## config.mk

```make
export PLATFORM = sky130hd
export DESIGN_NAME = serial_byte_receiver_flat
export DESIGN_NICKNAME = d
export VERILOG_FILES = /design/src/rtl/serial_byte_receiver_pkg.sv /design/src/rtl/serial_byte_receiver_if.sv /design/src/rtl/sync_2ff.sv /design/src/rtl/serial_byte_receiver.sv /design/src/flat_wrapper.sv
export SDC_FILE = /design/constraint.sdc
export NUM_CORES = 1
export LEC_CHECK = 0
export CORE_ASPECT_RATIO = 0.6
export CORE_MARGIN = 4
export CORE_UTILIZATION = 56
export DETAILED_ROUTE_END_ITERATION = 7
export PLACE_DENSITY_LB_ADDON = 0.05
export REMOVE_ABC_BUFFERS = 1
export SLEW_MARGIN = 25
export SYNTH_ARGS = -nofsm -noshare
export SYNTH_HDL_FRONTEND = slang
export SYNTH_HIERARCHICAL = 1
export SYNTH_SLANG_ARGS = --single-unit
```

## constraint.sdc

```tcl
create_clock -name clk -period 2.5 [get_ports clk]
set_clock_uncertainty 0.15 [all_clocks]
set_input_delay 0.5 -clock clk [delete_from_list [all_inputs] [get_ports clk]]
set_output_delay 0.5 -clock clk [all_outputs]
set_load 0.005 [all_outputs]
```

## src/rtl/serial_byte_receiver_pkg.sv

```systemverilog
// serial_byte_receiver_pkg: shared state encoding and defaults for the serial receive path
package rx_pkg;
    typedef logic [2:0] state_t;
    localparam state_t IDLE  = 3'd0;
    localparam state_t START = 3'd1;
    localparam state_t DATA  = 3'd2;
    localparam state_t STOP  = 3'd3;
    localparam state_t BREAK = 3'd4;
    localparam int DEFAULT_CLKS_PER_BIT = 868;
endpackage

```

## src/rtl/serial_byte_receiver_if.sv

```systemverilog
// serial_byte_receiver_if: serial line in, byte strobe and status out
interface serial_byte_receiver_if;
    logic       rx;
    logic [7:0] data;
    logic       datavalid;
    logic       framing_err;
    logic       busy;
    modport master (output rx, input data, datavalid, framing_err, busy);
    modport slave  (input rx, output data, datavalid, framing_err, busy);
endinterface

```

## src/rtl/sync_2ff.sv

```systemverilog
// sync_2ff: two-flop synchronizer for an asynchronous input pin
module sync_2ff #(
    parameter logic RST_VAL = 1'b1
) (
    input  logic clk,
    input  logic rst,
    input  logic d,
    output logic q
);
    logic meta;
    // shift the pin through two flops; reset to the line's idle level
    always_ff @(posedge clk)
        if (rst) {q, meta} <= {RST_VAL, RST_VAL};
        else     {q, meta} <= {meta, d};
endmodule

```

## src/rtl/serial_byte_receiver.sv

```systemverilog
// serial_byte_receiver: 8N1 frame recovery with one-cycle byte and framing-error strobes
module serial_byte_receiver
    import rx_pkg::*;
#(
    parameter int CLKS_PER_BIT = DEFAULT_CLKS_PER_BIT,
    parameter int HALF_BIT     = CLKS_PER_BIT / 2
) (
    input logic                  clk,
    input logic                  rst,
    serial_byte_receiver_if.slave bus
);
    localparam int CW = $clog2(CLKS_PER_BIT);
    localparam logic [CW-1:0] HALF_LAST = CW'(HALF_BIT - 1);
    localparam logic [CW-1:0] BIT_LAST  = CW'(CLKS_PER_BIT - 1);
    state_t        state;
    logic [CW-1:0] cnt;
    logic [2:0]    bit_idx;
    logic [7:0]    shift_reg;
    logic          rx_s;
    sync_2ff #(.RST_VAL(1'b1)) u_sync (.clk(clk), .rst(rst), .d(bus.rx), .q(rx_s));
    assign bus.busy = state != IDLE;
    // frame FSM: half-bit to the start centre, then one full bit period per sample
    always_ff @(posedge clk) begin
        if (rst) begin
            state           <= IDLE;
            cnt             <= '0;
            bit_idx         <= '0;
            shift_reg       <= '0;
            bus.data        <= 8'h00;
            bus.datavalid   <= 1'b0;
            bus.framing_err <= 1'b0;
        end else begin
            bus.datavalid   <= 1'b0;
            bus.framing_err <= 1'b0;
            cnt             <= cnt + 1'b1;
            case (state)
                IDLE: begin
                    cnt <= '0;
                    if (!rx_s) state <= START;
                end
                START: if (cnt == HALF_LAST) begin
                    cnt     <= '0;
                    bit_idx <= '0;
                    state   <= rx_s ? IDLE : DATA;
                end
                DATA: if (cnt == BIT_LAST) begin
                    cnt                <= '0;
                    shift_reg[bit_idx] <= rx_s;
                    if (bit_idx == 3'd7) state <= STOP;
                    else                 bit_idx <= bit_idx + 1'b1;
                end
                STOP: if (cnt == BIT_LAST) begin
                    cnt <= '0;
                    if (rx_s) begin
                        bus.data      <= shift_reg;
                        bus.datavalid <= 1'b1;
                        state         <= IDLE;
                    end else begin
                        bus.framing_err <= 1'b1;
                        state           <= BREAK;
                    end
                end
                BREAK: begin
                    cnt <= '0;
                    if (rx_s) state <= IDLE;
                end
                default: state <= IDLE;
            endcase
        end
    end
endmodule

```

## src/flat_wrapper.sv

```systemverilog
// flat-port wrapper written by rule: the top's interface ports become plain ports
module serial_byte_receiver_flat import rx_pkg::*;
#(
    parameter int CLKS_PER_BIT = DEFAULT_CLKS_PER_BIT,
    parameter int HALF_BIT     = CLKS_PER_BIT / 2
)
  (clk, rst, bus_rx, bus_data, bus_datavalid, bus_framing_err, bus_busy);
  serial_byte_receiver_if bus_i ();
  input logic clk;
  input logic rst;
  input wire logic [$bits(bus_i.rx)-1:0] bus_rx;
  output wire logic [$bits(bus_i.data)-1:0] bus_data;
  output wire logic [$bits(bus_i.datavalid)-1:0] bus_datavalid;
  output wire logic [$bits(bus_i.framing_err)-1:0] bus_framing_err;
  output wire logic [$bits(bus_i.busy)-1:0] bus_busy;
  assign bus_i.rx = bus_rx;
  assign bus_data = bus_i.data;
  assign bus_datavalid = bus_i.datavalid;
  assign bus_framing_err = bus_i.framing_err;
  assign bus_busy = bus_i.busy;
  serial_byte_receiver #(.CLKS_PER_BIT(CLKS_PER_BIT), .HALF_BIT(HALF_BIT)) u_core (.clk(clk), .rst(rst), .bus(bus_i));
endmodule
```

; After elaboration in Yosys (flattened, before gate mapping)
; Cells that the tools add are included.
[totals]
reg_bits = 36
input_bits = 3
word_cells = 61
[op_classes]
n_reduce_logical = 11
muxes = 21
order_cmp = 2
n_addsub = 2
n_eq_ne = 14
n_bitwise = 2
[ops]
columns = cell, n
row1 = 3-bit 2-to-1 mux, 10
row2 = 10-bit one-hot mux with 3 select lines, 1
row3 = 10-bit 2-to-1 mux, 2
row4 = 3-bit one-hot mux with 5 select lines, 1
row5 = 10-bit by 1-bit adder with 10-bit output (second input constant), 1
row6 = 10-bit == test (second input constant), 1
row7 = 10-bit by 9-bit == test with 1-bit output (second input constant), 1
row8 = 8-bit bitwise mux, 1
row9 = 2-bit by 1-bit != test with 1-bit output (second input constant), 4
row10 = 3-bit by 2-bit == test with 1-bit output (second input constant), 2
row11 = 3-bit == test (second input constant), 2
row12 = 2-bit != test (second input constant), 3
row13 = 3-bit one-hot mux with 2 select lines, 1
row14 = 6-bit AND reduction, 1
row15 = 3-bit by 4-bit less-than comparator with 1-bit output (second input constant), 1
row16 = 4-bit AND reduction, 1
row17 = 2-bit OR reduction, 2
row18 = 3-bit by 1-bit adder with 3-bit output (second input constant), 1
row19 = 1-bit demux with 3-bit select, 1
row20 = 3-bit by 1-bit == test with 1-bit output (second input constant), 1
row21 = 3-bit by 1-bit greater-or-equal comparator with 1-bit output (second input constant), 1
row22 = 3-bit logical NOT, 1
row23 = 1-bit 2-to-1 mux, 3
row24 = 3-bit AND reduction, 1
row25 = other kinds (7), 8

; Depth between registers and ports, before layout
[logic_depth]
ltp_word = 5
depth_mapped = 6

; Hierarchy
; Netlist, hierarchy kept.
[modules_own_cells]
columns = mod, seq_area_each_um2, n_inst, cells_per_inst, area_each_um2
row1 = serial_byte_receiver, 680.7, 1, 181, 1654.1
row2 = sync_2ff, 40.0, 1, 4, 52.6

; Worst setup path after synthesis
; OpenSTA, ideal clock, no wires.
[synth_timing]
kind = register to register
from = register u_core.cnt[0]
to = register u_core.shift_reg[3]
arrival_time_ns = 1.741
n_path_buf = 0
stages_incl_launch_ff = 6
required_ns = 2.279
synth_period_minus_slack_ns = 1.962
path_slack_ns = 0.538
cell_sequence = dfxtp_1 -> ha_1 -> nand4bb_1 -> nor4_4 -> or4b_1 -> a21oi_1
[synth_between]
elab_chain_cells = 2
[synth_rtl]
columns = item, line
row1 = from (decl), serial_byte_receiver.sv:16  ; logic [CW-1:0] cnt;
row2 = from (signal assigned), serial_byte_receiver.sv:35  ; cnt <= cnt + 1'b1;
row3 = 10-bit == test, serial_byte_receiver.sv:46  ; DATA: if (cnt == BIT_LAST) begin
row4 = 2-bit AND reduction (no source line), --
row5 = "to (signal, indexed assignment)", serial_byte_receiver.sv:48  ; shift_reg[bit_idx] <= rx_s;
row6 = to (decl), serial_byte_receiver.sv:18  ; logic [7:0] shift_reg;
; No other way between the ends.
; A chain may end at the register's enable or synchronous reset.

; Worst setup path after layout
[layout_timing]
from = register u_core.state[1]
to = register u_core.shift_reg[3]
[layout_between]
elab_chain_cells = 2
[layout_rtl]
columns = item, line
row1 = from (decl), serial_byte_receiver.sv:15  ; state_t state;
row2 = from (signal assigned), serial_byte_receiver.sv:44  ; state <= rx_s ? IDLE : DATA;
row3 = 3-bit by 2-bit == test with 1-bit output, serial_byte_receiver.sv:36  ; case (state)
row4 = 2-bit AND reduction (no source line), --
; No other way between the ends.

==> out/summary.txt <==
Unrepaired setup endpoints after global routing -> no
Power per Cell Area -> 494.4 nW/um^2
Buf+Inv Stages, Crit Path -> 0
Final worst-path cycle share -> 90.12%
First-pass GRT wire length -> 6.734 mm
# resized after CTS -> 0
Slowest cell on crit path -> dfxtp_1
CP Max Fanout -> 13
IO Port Bufs -> 13
Die extent in x -> 79.27 um
Hold Fails Final Rpt -> 0
Most frequent cells in the layout -> dfxtp_1, nor2_1, clkdlybuf4s50_1, nor3_1, mux2i_1
Initial antenna violation count -> 0
Min-delay src -> u_core/u_sync/meta
Yosys warns -> 6
Worst EP arrival -> 2.31 ns
CTS max path bufs -> 2
DRC -> 0
Max reg flops -> 10
Post-synth EDFFs -> 0
HP Class -> reg -> reg
Setup TNS -> 0 ns
DIE AREA -> 4024 um^2
Worst Hold End -> u_core/u_sync/q
Core area -> 2890 um^2
Max rail drop VDD -> 0.3656 mV
CTS tree -> built
Wire per inst -> 15.57 um
Post-DR vias/cell -> 5.938
Yosys reg bits -> 36
Synth cell types -> 47
Vias in the first global route -> 1,342
Gp weighted congestion -> 0.8411
Setup ws final -> 0.2469 ns
Reg2reg setup slack -> 0.25 ns
FP Rows -> 15
Grt total ovfl -> 0
Reg2reg path depth -> 4
Primary FF master, synth -> dfxtp_1
CP Launch Type -> register
Avg Inst Size Synth -> 9.225 um^2
Leakage power -> 0.6459 nW
Fin. max-slew vios -> 0
Clk root buf -> clkbuf_8
Max Freq -> 0.4438 GHz
Pre-CTS setup slack -> 0.2869 ns
Worst slew pin tran -> 0.5238 ns
Pre-antenna DRT Iters -> 4
Clock transition at path regs -> 0.07 ns
Io pins -> 14
Worst EP required -> 2.56 ns
Largest net degree at the start of global routing -> 26
Design Power -> 971.9 uW
Final core occ -> 68.01%
Worst rel slew slack -> 65.01%
Antenna-violating nets left -> 0
Placed cell count -> 233
Total CTS buffers -> 5
Status -> finished, final reports clean
Area grow syn2layout -> 15.18%
Layout Cells excl Fill -> 240
Clock Sinks -> 36
Crit-path cells -> or3b_4 > nor4_4 > or4b_1 > a21oi_1
Crit Path Category -> reg -> reg
Worst reg2reg endpoint -> u_core/shift_reg[3]
Synthesized instance count -> 185
Cells on Worst Hold Path -> 1
Initial DRC Count -> 154
Cts-stage hold buffer count -> 0
FILL cells -> 267
Max Cap Viol -> 0
Worst-Skew Late Latency -> 0.27 ns
Nets@finish -> 205
Commonest non-fill, non-tap cell in the layout -> dfxtp_1
H-tree depth -> 2
Dominant delay contributor by cell family on the critical path -> simple AND/OR/NAND/NOR gates
Final setup viols -> 0
DP HPWL -> 2.739 mm
Post-CTS setup buffers -> 0
Async set-reset flop share out of synthesis -> 0%
CP peak stage delay -> 0.53 ns
Die height -> 50.76 um
Vias -> 1,425
Critical Path Sink Type -> register
Fin crit period -> 2.253 ns
Starting Density -> 59.05%
Detailed Route WL -> 3.736 mm
Seq/Total Area, Yosys -> 42.23%
GRT Util Overall -> 21.57%
Post-Syn Area -> 1707 um^2
RR Startpoint -> u_core/state[1]
Antenna diodes -> 0
Share of cells above drive strength 1 -> 10.10%
through the flow:
stage	cell area, um^2	hold slack, ns
3_3_place_gp	1888	0.2390
5_1_grt	1966	0.2831
4_1_cts	1966	0.2614
2_1_floorplan	1654	0.2354
3_5_place_dp	1888	0.2451
6_report	1966	0.2573
kinds of logic after synthesis:
group                      share of synthesized area [%]
adders and majority gates                          2.933
muxes                                              6.452
and+or+nand+nor                                    31.67
buffers and inverters                              3.739
xor gates and xnor gates                           4.105
AOI/OAI and AO/OA                                  8.871
DFF                                                42.23
worst max path at each step:
| stage | startpoint | to | slack [ns] | cells after the start |
|---|---|---|---|---|
| after floorplan | u_core/cnt[0] | u_core/bus.data[0] | -0.21 | 5 |
| after global placement | u_core/state[1] | u_core/shift_reg[3] | 0.35 | 4 |
| after detailed placement | u_core/state[1] | u_core/shift_reg[3] | 0.29 | 4 |
| after CTS | u_core/state[2] | bus_busy | 0.27 | 3 |
| after global routing | u_core/cnt[0] | u_core/shift_reg[3] | 0.12 | 5 |
| final | u_core/state[1] | u_core/shift_reg[3] | 0.25 | 4 |
cell type report:
type	instances	area, um^2	share of cell area (%)
clock buffer	6	72.57	3.692
clock inverter	1	5.005	0.2546
inverter	3	11.26	0.5729
multi-input combinational	133	928.4	47.23
sequential	36	720.7	36.66
tap	42	52.55	2.673
timing repair buffer	19	175.2	8.911
per-layer routing:
metal / routed length (um) / part of all wire [%] / track usage [%] / vias up
met5: 0 / 0 / 0 / -
met4: 8 / 0.21 / 4.571 / 0
met3: 349 / 9.3 / 5.556 / 2
met2: 1523 / 41 / 27.79 / 54
met1: 1855 / 50 / 34.65 / 670
li1: - / - / - / 699
synth_stat cells, drive strengths merged, types with 3 or more instances:
cell type	count	share of area, %
xor2	4	2.1
nor2b	4	1.5
inv	3	0.66
nand3b	3	1.3
xnor2	4	2.1
ha	4	2.9
o21ai	7	2.1
nand2	3	0.66
mux2i	11	6.5
buf	4	1.0
nand4	7	2.6
nor3	13	3.8
nand2b	5	1.8
or2	3	1.1
or3	3	1.1
a21oi	11	3.4
dfxtp	36	42
nor2	14	3.1
clkbuf	9	2.1
nand4b	4	2.1
or3b	3	1.7
nand3	6	1.8
power breakdown:
| group | internal (mW) | switching [mW] |
|---|---|---|
| combinational | 0.00886 | 0.0101 |
| sequential | 0.576 | 0.00393 |
| clock | 0.189 | 0.184 |
worst reg2reg max path: stages, from the launching register on:
cell and delay (ns):
dfxtp_1 0.53, or3b_4 0.46, nor4_4 0.44, or4b_1 0.47, a21oi_1 0.14
Note: power is estimated with default switching activity, not from simulation.
